## src/rtl/led_actor_pkg.sv

```systemverilog
// Shared constants and state encoding for the LED strip encoder.
package led_actor_pkg;

    localparam int PIXEL_WIDTH      = 24;
    localparam int SEGMENTS_PER_BIT = 4;

    typedef enum logic [1:0] {
        IDLE  = 2'd0,
        PRIME = 2'd1,
        SEND  = 2'd2,
        LATCH = 2'd3
    } state_t;

endpackage

```

## src/rtl/led_bit_serializer.sv

```systemverilog
// Pixel shift register with bit and segment down-counters; emits the segment level
// for the current bit (1 -> H,H,H,L ; 0 -> H,L,L,L), MSB first.
module led_bit_serializer
    import led_actor_pkg::*;
(
    input  logic                   clock_12mhz,
    input  logic                   reset_n,
    input  logic                   i_load,
    input  logic [PIXEL_WIDTH-1:0] i_data,
    input  logic                   i_advance,
    output logic                   o_level,
    output logic                   o_last_seg
);

    localparam int BIT_CNT_W = $clog2(PIXEL_WIDTH);
    localparam int SEG_CNT_W = $clog2(SEGMENTS_PER_BIT);
    localparam logic [BIT_CNT_W-1:0] BIT_LAST = BIT_CNT_W'(PIXEL_WIDTH - 1);
    localparam logic [SEG_CNT_W-1:0] SEG_LAST = SEG_CNT_W'(SEGMENTS_PER_BIT - 1);

    logic [PIXEL_WIDTH-1:0] r_shift;
    logic [BIT_CNT_W-1:0]   r_bit_cnt;
    logic [SEG_CNT_W-1:0]   r_seg_cnt;

    always_ff @(posedge clock_12mhz or negedge reset_n) begin
        if (!reset_n) begin
            r_shift   <= '0;
            r_bit_cnt <= '0;
            r_seg_cnt <= '0;
        end else if (i_load) begin
            r_shift   <= i_data;
            r_bit_cnt <= BIT_LAST;
            r_seg_cnt <= SEG_LAST;
        end else if (i_advance) begin
            if (r_seg_cnt == '0) begin
                r_seg_cnt <= SEG_LAST;
                r_shift   <= {r_shift[PIXEL_WIDTH-2:0], 1'b0};
                r_bit_cnt <= r_bit_cnt - BIT_CNT_W'(1);
            end else begin
                r_seg_cnt <= r_seg_cnt - SEG_CNT_W'(1);
            end
        end
    end

    // Segment counter counts down: SEG_LAST is the leading high segment, 0 the trailing low one.
    assign o_level    = (r_seg_cnt == SEG_LAST) | ((r_seg_cnt != '0) & r_shift[PIXEL_WIDTH-1]);
    assign o_last_seg = (r_bit_cnt == '0) & (r_seg_cnt == '0);

endmodule

```

## src/rtl/led_strip_encoder.sv

```systemverilog
// Frame sequencer for a single-wire GRB LED strip: pixel handshake, double buffering,
// segment-rate serialisation via led_bit_serializer, and the trailing latch low period.
//   state | meaning
//   IDLE  | line low, waiting for frame_start
//   PRIME | collecting the first pixel into the shift register
//   SEND  | streaming segments, refilling from the next register
//   LATCH | line held low for LATCH_TICKS segment ticks
module led_strip_encoder
    import led_actor_pkg::*;
#(
    parameter int NUM_LEDS    = 150,
    parameter int LATCH_TICKS = 160
)(
    input  logic                   clock_12mhz,
    input  logic                   reset_n,
    input  logic                   segment_tick,
    input  logic                   frame_start,
    input  logic [PIXEL_WIDTH-1:0] pixel_data,
    input  logic                   pixel_valid,
    output logic                   pixel_ready,
    output logic [7:0]             pixel_index,
    output logic                   led_data,
    output logic                   busy,
    output logic                   underrun
);

    localparam logic [7:0]  LEDS       = 8'(NUM_LEDS);
    localparam logic [7:0]  LAST_INDEX = 8'(NUM_LEDS - 1);
    localparam logic [15:0] LATCH_LOAD = 16'(LATCH_TICKS);

    state_t                 r_state;
    logic [PIXEL_WIDTH-1:0] r_next;
    logic                   r_next_full;
    logic                   r_primed;
    logic [7:0]             r_accept_left;
    logic [7:0]             r_send_left;
    logic [7:0]             r_pixel_index;
    logic [15:0]            r_latch_left;
    logic                   r_led_data;
    logic                   r_underrun;

    logic                   w_xfer;
    logic                   w_boundary;
    logic                   w_last_pixel;
    logic                   w_load_prime;
    logic                   w_load_boundary;
    logic                   w_load;
    logic [PIXEL_WIDTH-1:0] w_load_data;
    logic                   w_advance;
    logic                   w_level;
    logic                   w_last_seg;

    assign pixel_ready = ((r_state == PRIME) || (r_state == SEND)) && !r_next_full
                         && (r_accept_left != 8'd0);
    assign w_xfer          = pixel_valid & pixel_ready;
    assign w_boundary      = (r_state == SEND) & segment_tick & w_last_seg;
    assign w_last_pixel    = (r_send_left == 8'd1);
    assign w_load_prime    = (r_state == PRIME) & w_xfer & ~r_primed;
    // A transfer landing on the boundary tick goes straight into the shift register.
    assign w_load_boundary = w_boundary & ~w_last_pixel & (r_next_full | w_xfer);
    assign w_load          = w_load_prime | w_load_boundary;
    assign w_load_data     = r_next_full ? r_next : pixel_data;
    assign w_advance       = (r_state == SEND) & segment_tick & ~w_last_seg;

    led_bit_serializer u_serializer (
        .clock_12mhz (clock_12mhz),
        .reset_n     (reset_n),
        .i_load      (w_load),
        .i_data      (w_load_data),
        .i_advance   (w_advance),
        .o_level     (w_level),
        .o_last_seg  (w_last_seg)
    );

    always_ff @(posedge clock_12mhz or negedge reset_n) begin
        if (!reset_n) begin
            r_state       <= IDLE;
            r_next        <= '0;
            r_next_full   <= 1'b0;
            r_primed      <= 1'b0;
            r_accept_left <= '0;
            r_send_left   <= '0;
            r_pixel_index <= '0;
            r_latch_left  <= '0;
            r_led_data    <= 1'b0;
            r_underrun    <= 1'b0;
        end else begin
            r_underrun <= 1'b0;
            if (w_xfer) begin
                r_accept_left <= r_accept_left - 8'd1;
                if (r_pixel_index != LAST_INDEX)
                    r_pixel_index <= r_pixel_index + 8'd1;
                if (!w_load) begin
                    r_next      <= pixel_data;
                    r_next_full <= 1'b1;
                end
            end
            case (r_state)
                IDLE: begin
                    if (frame_start) begin
                        r_state       <= PRIME;
                        r_pixel_index <= '0;
                        r_accept_left <= LEDS;
                        r_send_left   <= LEDS;
                        r_primed      <= 1'b0;
                        r_next_full   <= 1'b0;
                    end
                end
                PRIME: begin
                    if (w_load_prime)
                        r_primed <= 1'b1;
                    if (segment_tick && r_primed)
                        r_state <= SEND;
                end
                SEND: begin
                    if (segment_tick) begin
                        r_led_data <= w_level;
                        if (w_last_seg) begin
                            r_send_left <= r_send_left - 8'd1;
                            if (w_last_pixel) begin
                                r_state      <= LATCH;
                                r_latch_left <= LATCH_LOAD;
                            end else if (r_next_full) begin
                                r_next_full <= 1'b0;
                            end else if (!w_xfer) begin
                                r_underrun   <= 1'b1;
                                r_led_data   <= 1'b0;
                                r_state      <= LATCH;
                                r_latch_left <= LATCH_LOAD;
                            end
                        end
                    end
                end
                LATCH: begin
                    if (segment_tick) begin
                        r_led_data <= 1'b0;
                        if (r_latch_left <= 16'd1)
                            r_state <= IDLE;
                        else
                            r_latch_left <= r_latch_left - 16'd1;
                    end
                end
                default: r_state <= IDLE;
            endcase
        end
    end

    assign pixel_index = r_pixel_index;
    assign led_data    = r_led_data;
    assign busy        = (r_state != IDLE);
    assign underrun    = r_underrun;

endmodule
```

## config.mk

```make
export PLATFORM = sky130hd
export DESIGN_NAME = led_strip_encoder
export DESIGN_NICKNAME = d
export VERILOG_FILES = /design/src/rtl/led_actor_pkg.sv /design/src/rtl/led_bit_serializer.sv /design/src/rtl/led_strip_encoder.sv
export SDC_FILE = /design/constraint.sdc
export NUM_CORES = 1
export LEC_CHECK = 0
export CORE_MARGIN = 2
export CORE_UTILIZATION = 53
export CTS_BUF_LIST = sky130_fd_sc_hd__clkbuf_16
export DETAILED_ROUTE_END_ITERATION = 8
export PLACE_DENSITY_LB_ADDON = 0.1
export SLEW_MARGIN = 25
export SYNTH_ARGS = -nofsm -noshare
export SYNTH_HDL_FRONTEND = slang
export SYNTH_SLANG_ARGS = --single-unit
```

## constraint.sdc

```tcl
create_clock -name clock_12mhz -period 2.67 [get_ports clock_12mhz]
set_clock_uncertainty 0.2 [all_clocks]
set_input_delay 0.534 -clock clock_12mhz [delete_from_list [all_inputs] [get_ports clock_12mhz]]
set_output_delay 0.534 -clock clock_12mhz [all_outputs]
set_load 0.01 [all_outputs]
```

After elaboration in Yosys (flattened, before gate mapping)
Cells that the tools add are included.
{"block": "totals", "regBits": 101, "input_bits": 29, "wordCells": 139, "out_inout_bits": 12}
{"block": "classes", "n_eq_ne": 16, "n_lt_le_gt_ge": 1, "reduce_logical": 23, "n_mux": 63, "addsub": 6, "bitwise": 17}
{"op": "2-to-1 mux 16 bit", "n": 7}
{"op": "2-to-1 mux 24 bit", "n": 4}
{"op": "2-to-1 mux 8 bit", "n": 10}
{"op": "one-hot mux 16 bit (2 select lines)", "n": 1}
{"op": "2-to-1 mux 2 bit", "n": 12}
{"op": "2-to-1 mux 1 bit", "n": 21}
{"op": "<= comparator 16 x 1 -> 1 bit (second input constant)", "n": 1}
{"op": "one-hot mux 8 bit (2 select lines)", "n": 1}
{"op": "subtractor 16 x 1 -> 16 bit (second input constant)", "n": 1}
{"op": "subtractor 8 x 1 -> 8 bit (second input constant)", "n": 2}
{"op": "2-to-1 mux 5 bit", "n": 3}
{"op": "!= test 2 bit (second input constant)", "n": 7}
{"op": "nonzero test 2 bit", "n": 7}
{"op": "AND 1 bit", "n": 10}
{"op": "adder 8 x 1 -> 8 bit (second input constant)", "n": 1}
{"op": "== test 8 x 1 -> 1 bit (second input constant)", "n": 1}
{"op": "!= test 8 bit (second input constant)", "n": 1}
{"op": "one-hot mux 2 bit (4 select lines)", "n": 1}
{"op": "AND reduction 8 bit", "n": 1}
{"op": "nonzero test 8 bit", "n": 1}
{"op": "AND reduction 7 bit", "n": 1}
{"op": "== test 2 bit (second input constant)", "n": 3}
{"op": "!= test 3 bit (second input constant)", "n": 2}
{"op": "one-hot mux 1 bit (2 select lines)", "n": 3}
{"op": "other kinds (14)", "n": 24}

Longest topological paths before layout
{"block": "depth", "ltp_word": 15, "mapped_depth": 9}

Modules after synthesis
From an unflattened synthesis, not the netlist that was laid out.
{"block": "hier_totals", "cells_unflattened": 514, "hier_area_um2": 5410.2}
{"module": "led_strip_encoder", "cells_each": 371, "n_inst": 1, "area_per_inst_um2": 3943.8}
{"module": "led_bit_serializer", "cells_each": 143, "n_inst": 1, "area_per_inst_um2": 1466.4}

Worst setup path after synthesis
OpenSTA, ideal clock, no wires.
{"block": "synth_timing", "path_kind": "register to register", "start": "register r_send_left[3]", "end": "register r_latch_left[11]", "path_slack_ns": -0.129, "arrival_ns": 2.521, "stages_incl_launch_ff": 7, "t_required_ns": 2.392, "synth_period_minus_slack_ns": 2.799, "cell_sequence": "dfrtp_1 -> or4_4 -> or4b_4 -> o221ai_4 -> nand4_4 -> or4_1 -> a21oi_1"}
{"block": "synth_via", "elab_chain_cells": 5, "elab_cells_between_ends": 8, "cone_classes": "eq/ne (3); mux (4); reduce/logical (1)"}
{"item": "from (decl)", "line_no": "led_strip_encoder.sv:36", "text": "logic [7:0] r_send_left;"}
{"item": "from (signal assigned)", "line_no": "led_strip_encoder.sv:119", "text": "r_send_left <= r_send_left - 8'd1;"}
{"item": "== test 8 x 1 -> 1 bit (*)", "line_no": "led_strip_encoder.sv:57", "text": "assign w_last_pixel = (r_send_left == 8'd1);"}
{"item": "2-to-1 mux 16 bit", "line_no": "led_strip_encoder.sv:120", "text": "if (w_last_pixel) begin"}
{"item": "2-to-1 mux 16 bit", "line_no": "led_strip_encoder.sv:118", "text": "if (w_last_seg) begin"}
{"item": "2-to-1 mux 16 bit", "line_no": "led_strip_encoder.sv:116", "text": "if (segment_tick) begin"}
{"item": "one-hot mux 16 bit (2 select lines)", "line_no": "led_strip_encoder.sv:98", "text": "case (r_state)"}
{"item": "to (signal assigned)", "line_no": "led_strip_encoder.sv:140", "text": "r_latch_left <= r_latch_left - 16'd1;"}
{"item": "to (decl)", "line_no": "led_strip_encoder.sv:38", "text": "logic [15:0] r_latch_left;"}
Every way passes the cells marked *; elsewhere a longest branch is shown, timed or not. The select of a mux whose other input is x is not followed.
A chain may end at the register's enable or synchronous reset.

Worst setup path after layout
{"block": "layout_timing", "start": "register r_send_left[5]", "end": "register r_latch_left[11]"}
Same word-level chain as after synthesis.

==> reports/metrics.cfg <==
[global_route]
antenna_found_initial = 0
grt_max_degree = 56
grt.overflow.total = 0
grt_pass1_wl_um = 20300
grt_pass1_vias = 4289
track_usage_pct = 22.8

[clock_network]
worst_skew_pair.late_latency_ns = 0.34
cts-buffers-inserted = 9
cts_max_path_buffers = 2
cts_tree = done
path_clk_slew_ns = 0.07
cts-root-buf = clkbuf_16
h-tree-depth = 3
cts.sinks = 101

[min_path]
hold_path.class = flop to flop
min_from = r_latch_left[14]

[final_layout]
mostFrequentLayoutCells = dfrtp_1, nand2_1, buf_4
layout_commonest_cell = dfrtp_1
final_nets = 668
drive_gt1_share_pct = 17.5
fillCellCount = 789
syn_to_final_growth_pct = 23.7
multiInputGateArea_mm2 = 0.00267
ff_latch_area_mm2 = 0.00253
diodes = 0

[worst_setup_path]
endpoint_kind = flop
crit_type = flop to flop
critPathArrivalTime_ns = 2.82
crit_fanout = 5
critPathLaunchType = flop
reg2reg_from = r_send_left[5]
cp-startpoint = r_send_left[5]
worstPathRequired_ns = 2.75

[timing]
worst_slack_ns = -0.0748
rsz0062_at_grt = yes
hold_viol = 0
relSlewSlack_pct = 65.9
final.min_clock_period_ns = 2.74
tightest_slew_ns = 0.512
fmax_mhz = 364
fin_crit_sh_pct = 103
maxSlewViolCount = 0
whs_ns = 0.295
finalSetupViolCount = 1

[floorplanning]
coreArea_mm2 = 0.00977
die_h_um = 104
io_pins = 41
fp.dieW_um = 104
rows = 36
initial_core_util_pct = 54.4
fp.dieArea_mm2 = 0.0109

[detailed_routing]
wl_per_cell_um = 15.5
drc = 0
dr.pass1.iters = 4
viasPerCell = 5.71
wl_um = 11800
initialDrtViolationCount = 192
ant_nets = 0
vias = 4352

[run_status]
violations = setup timing
outcome = finished, violations left

[yosys]
yosysWarnings = 0
ys.flop_type = dfrtp_1
synthArstFlopShare_pct = 100
syn_nets = 594
synth-seq-cells = 101
synth_area_per_cell_um2 = 9.67
synth_cell_types = 58
synth_edf_count = 0
syn_inst = 550
syn_area_mm2 = 0.00532
seq_area_frac_synth_pct = 47.5

[power]
finalPower_w = 0.00690
ir_drop_uv = 489
pwr_density_cell_mw_per_mm2 = 1050
p_leak_nw = 2.82

[place]
dpl.hpwl_um = 7880
io_buffers = 40
place_congestion = 0.790
pre_cts_ws_ns = -0.123

[run]
maxCapViolations = 0

report_power, final:
group          internal [W]  switching, W  total, W
clock              0.000732      0.000592   0.00132
combinational       0.00141       0.00152   0.00293
sequential          0.00217      0.000479   0.00265
total               0.00431       0.00259   0.00690
logic make-up (layout without fill, tap and decap cells):
group / count (synthesis) / count (layout) / synth area share, %
mux: 30 / 30 / 6.21
compound gates: 124 / 124 / 15.9
fa+ha+maj: 15 / 15 / 3.53
buf+inv: 46 / 125 / 3.29
flops: 101 / 101 / 47.5
simple gates: 214 / 214 / 20.2
xor+xnor: 20 / 20 / 3.29
synthesized netlist by cell type (all sizes together) (7+ instances only):
master,number,area [um^2]
dfrtp,101,2530
nand2,78,293
nor2,40,150
o21ai,31,155
a211oi,27,203
a31oi,24,150
mux2,24,270
nor2b,24,150
clkbuf,23,86.3
inv,20,75.1
nand3,16,80.1
ha,15,188
xor2,11,96.3
a21oi,10,50.1
nor3,9,45.0
xnor2,9,78.8
and2,7,43.8
state kept, by name (all words and copies together) (netlist names):
signal / flops
r_next: 24
underrun: 1
r_next_full: 1
r_send_left: 8
u_serializer.r_bit_cnt: 5
u_serializer.r_shift: 24
pixel_index: 8
r_latch_left: 16
r_state: 2
u_serializer.r_seg_cnt: 2
led_data: 1
r_accept_left: 8
r_primed: 1
worst max-delay path, cell delays in order, from the launching register on:
cell	delay (ns)
dfrtp_1	0.38
or4_4	0.54
or4b_4	0.54
o221ai_4	0.29
nand4_4	0.16
or4_4	0.44
a21oi_2	0.12
path summary, 6_finish.rpt:
check / depth (start not counted) / endpoint / slack (ns)
max: 6 / r_latch_left[11] / -0.07
min: 1 / r_latch_left[14] / 0.29
max reg2reg: 6 / r_latch_left[11] / -0.07
min reg2reg: 1 / r_latch_left[14] / 0.29
max in group asynchronous: 3 / r_latch_left[5] / 1.28
min in group asynchronous: 2 / r_send_left[1] / 0.41
cell type report:
| class | count | share of cell area [%] |
|---|---|---|
| multi-input combinational | 403 | 40.6 |
| inverter | 20 | 1.14 |
| tap | 133 | 2.53 |
| timing repair buffer | 89 | 12.8 |
| clock inverter | 7 | 1.12 |
| clock buffer | 9 | 3.42 |
| sequential | 101 | 38.4 |
metrics by stage:
step	std cells	instance area [um^2]	util, %	setup TNS (ns)
CTS	758	6490	66.4	-0.396
detailed placement	739	6160	63.0	-0.766
global placement	739	6160	63.0	-0.217
global route	762	6580	67.3	-2.35
finish	762	6580	67.3	-0.0748
floorplan	550	5350	-	-0.628
metal layers:
layer | wire [um] | global-route usage (%) | up-vias | part of all wire [%]
met5 | 0 | 0 | - | 0
met4 | 191 | 6.95 | 0 | 1.6
li1 | - | - | 2117 | -
met3 | 319 | 4.20 | 18 | 2.7
met1 | 5360 | 29.8 | 2151 | 45
met2 | 5940 | 38.6 | 66 | 50
timing repair:
| item | in CTS | in global routing |
|---|---|---|
| hold buffers | 1 | 0 |
| pin swaps | 3 | 2 |
| gates resized for setup | 5 | 6 |
| endpoints found under the hold margin | 14 | 0 |
| buffers inserted | 2 | 2 |
| setup endpoints to repair | 38 | 59 |
| gates cloned | 0 | 2 |
No activity file was read; power rests on OpenSTA's default activity.
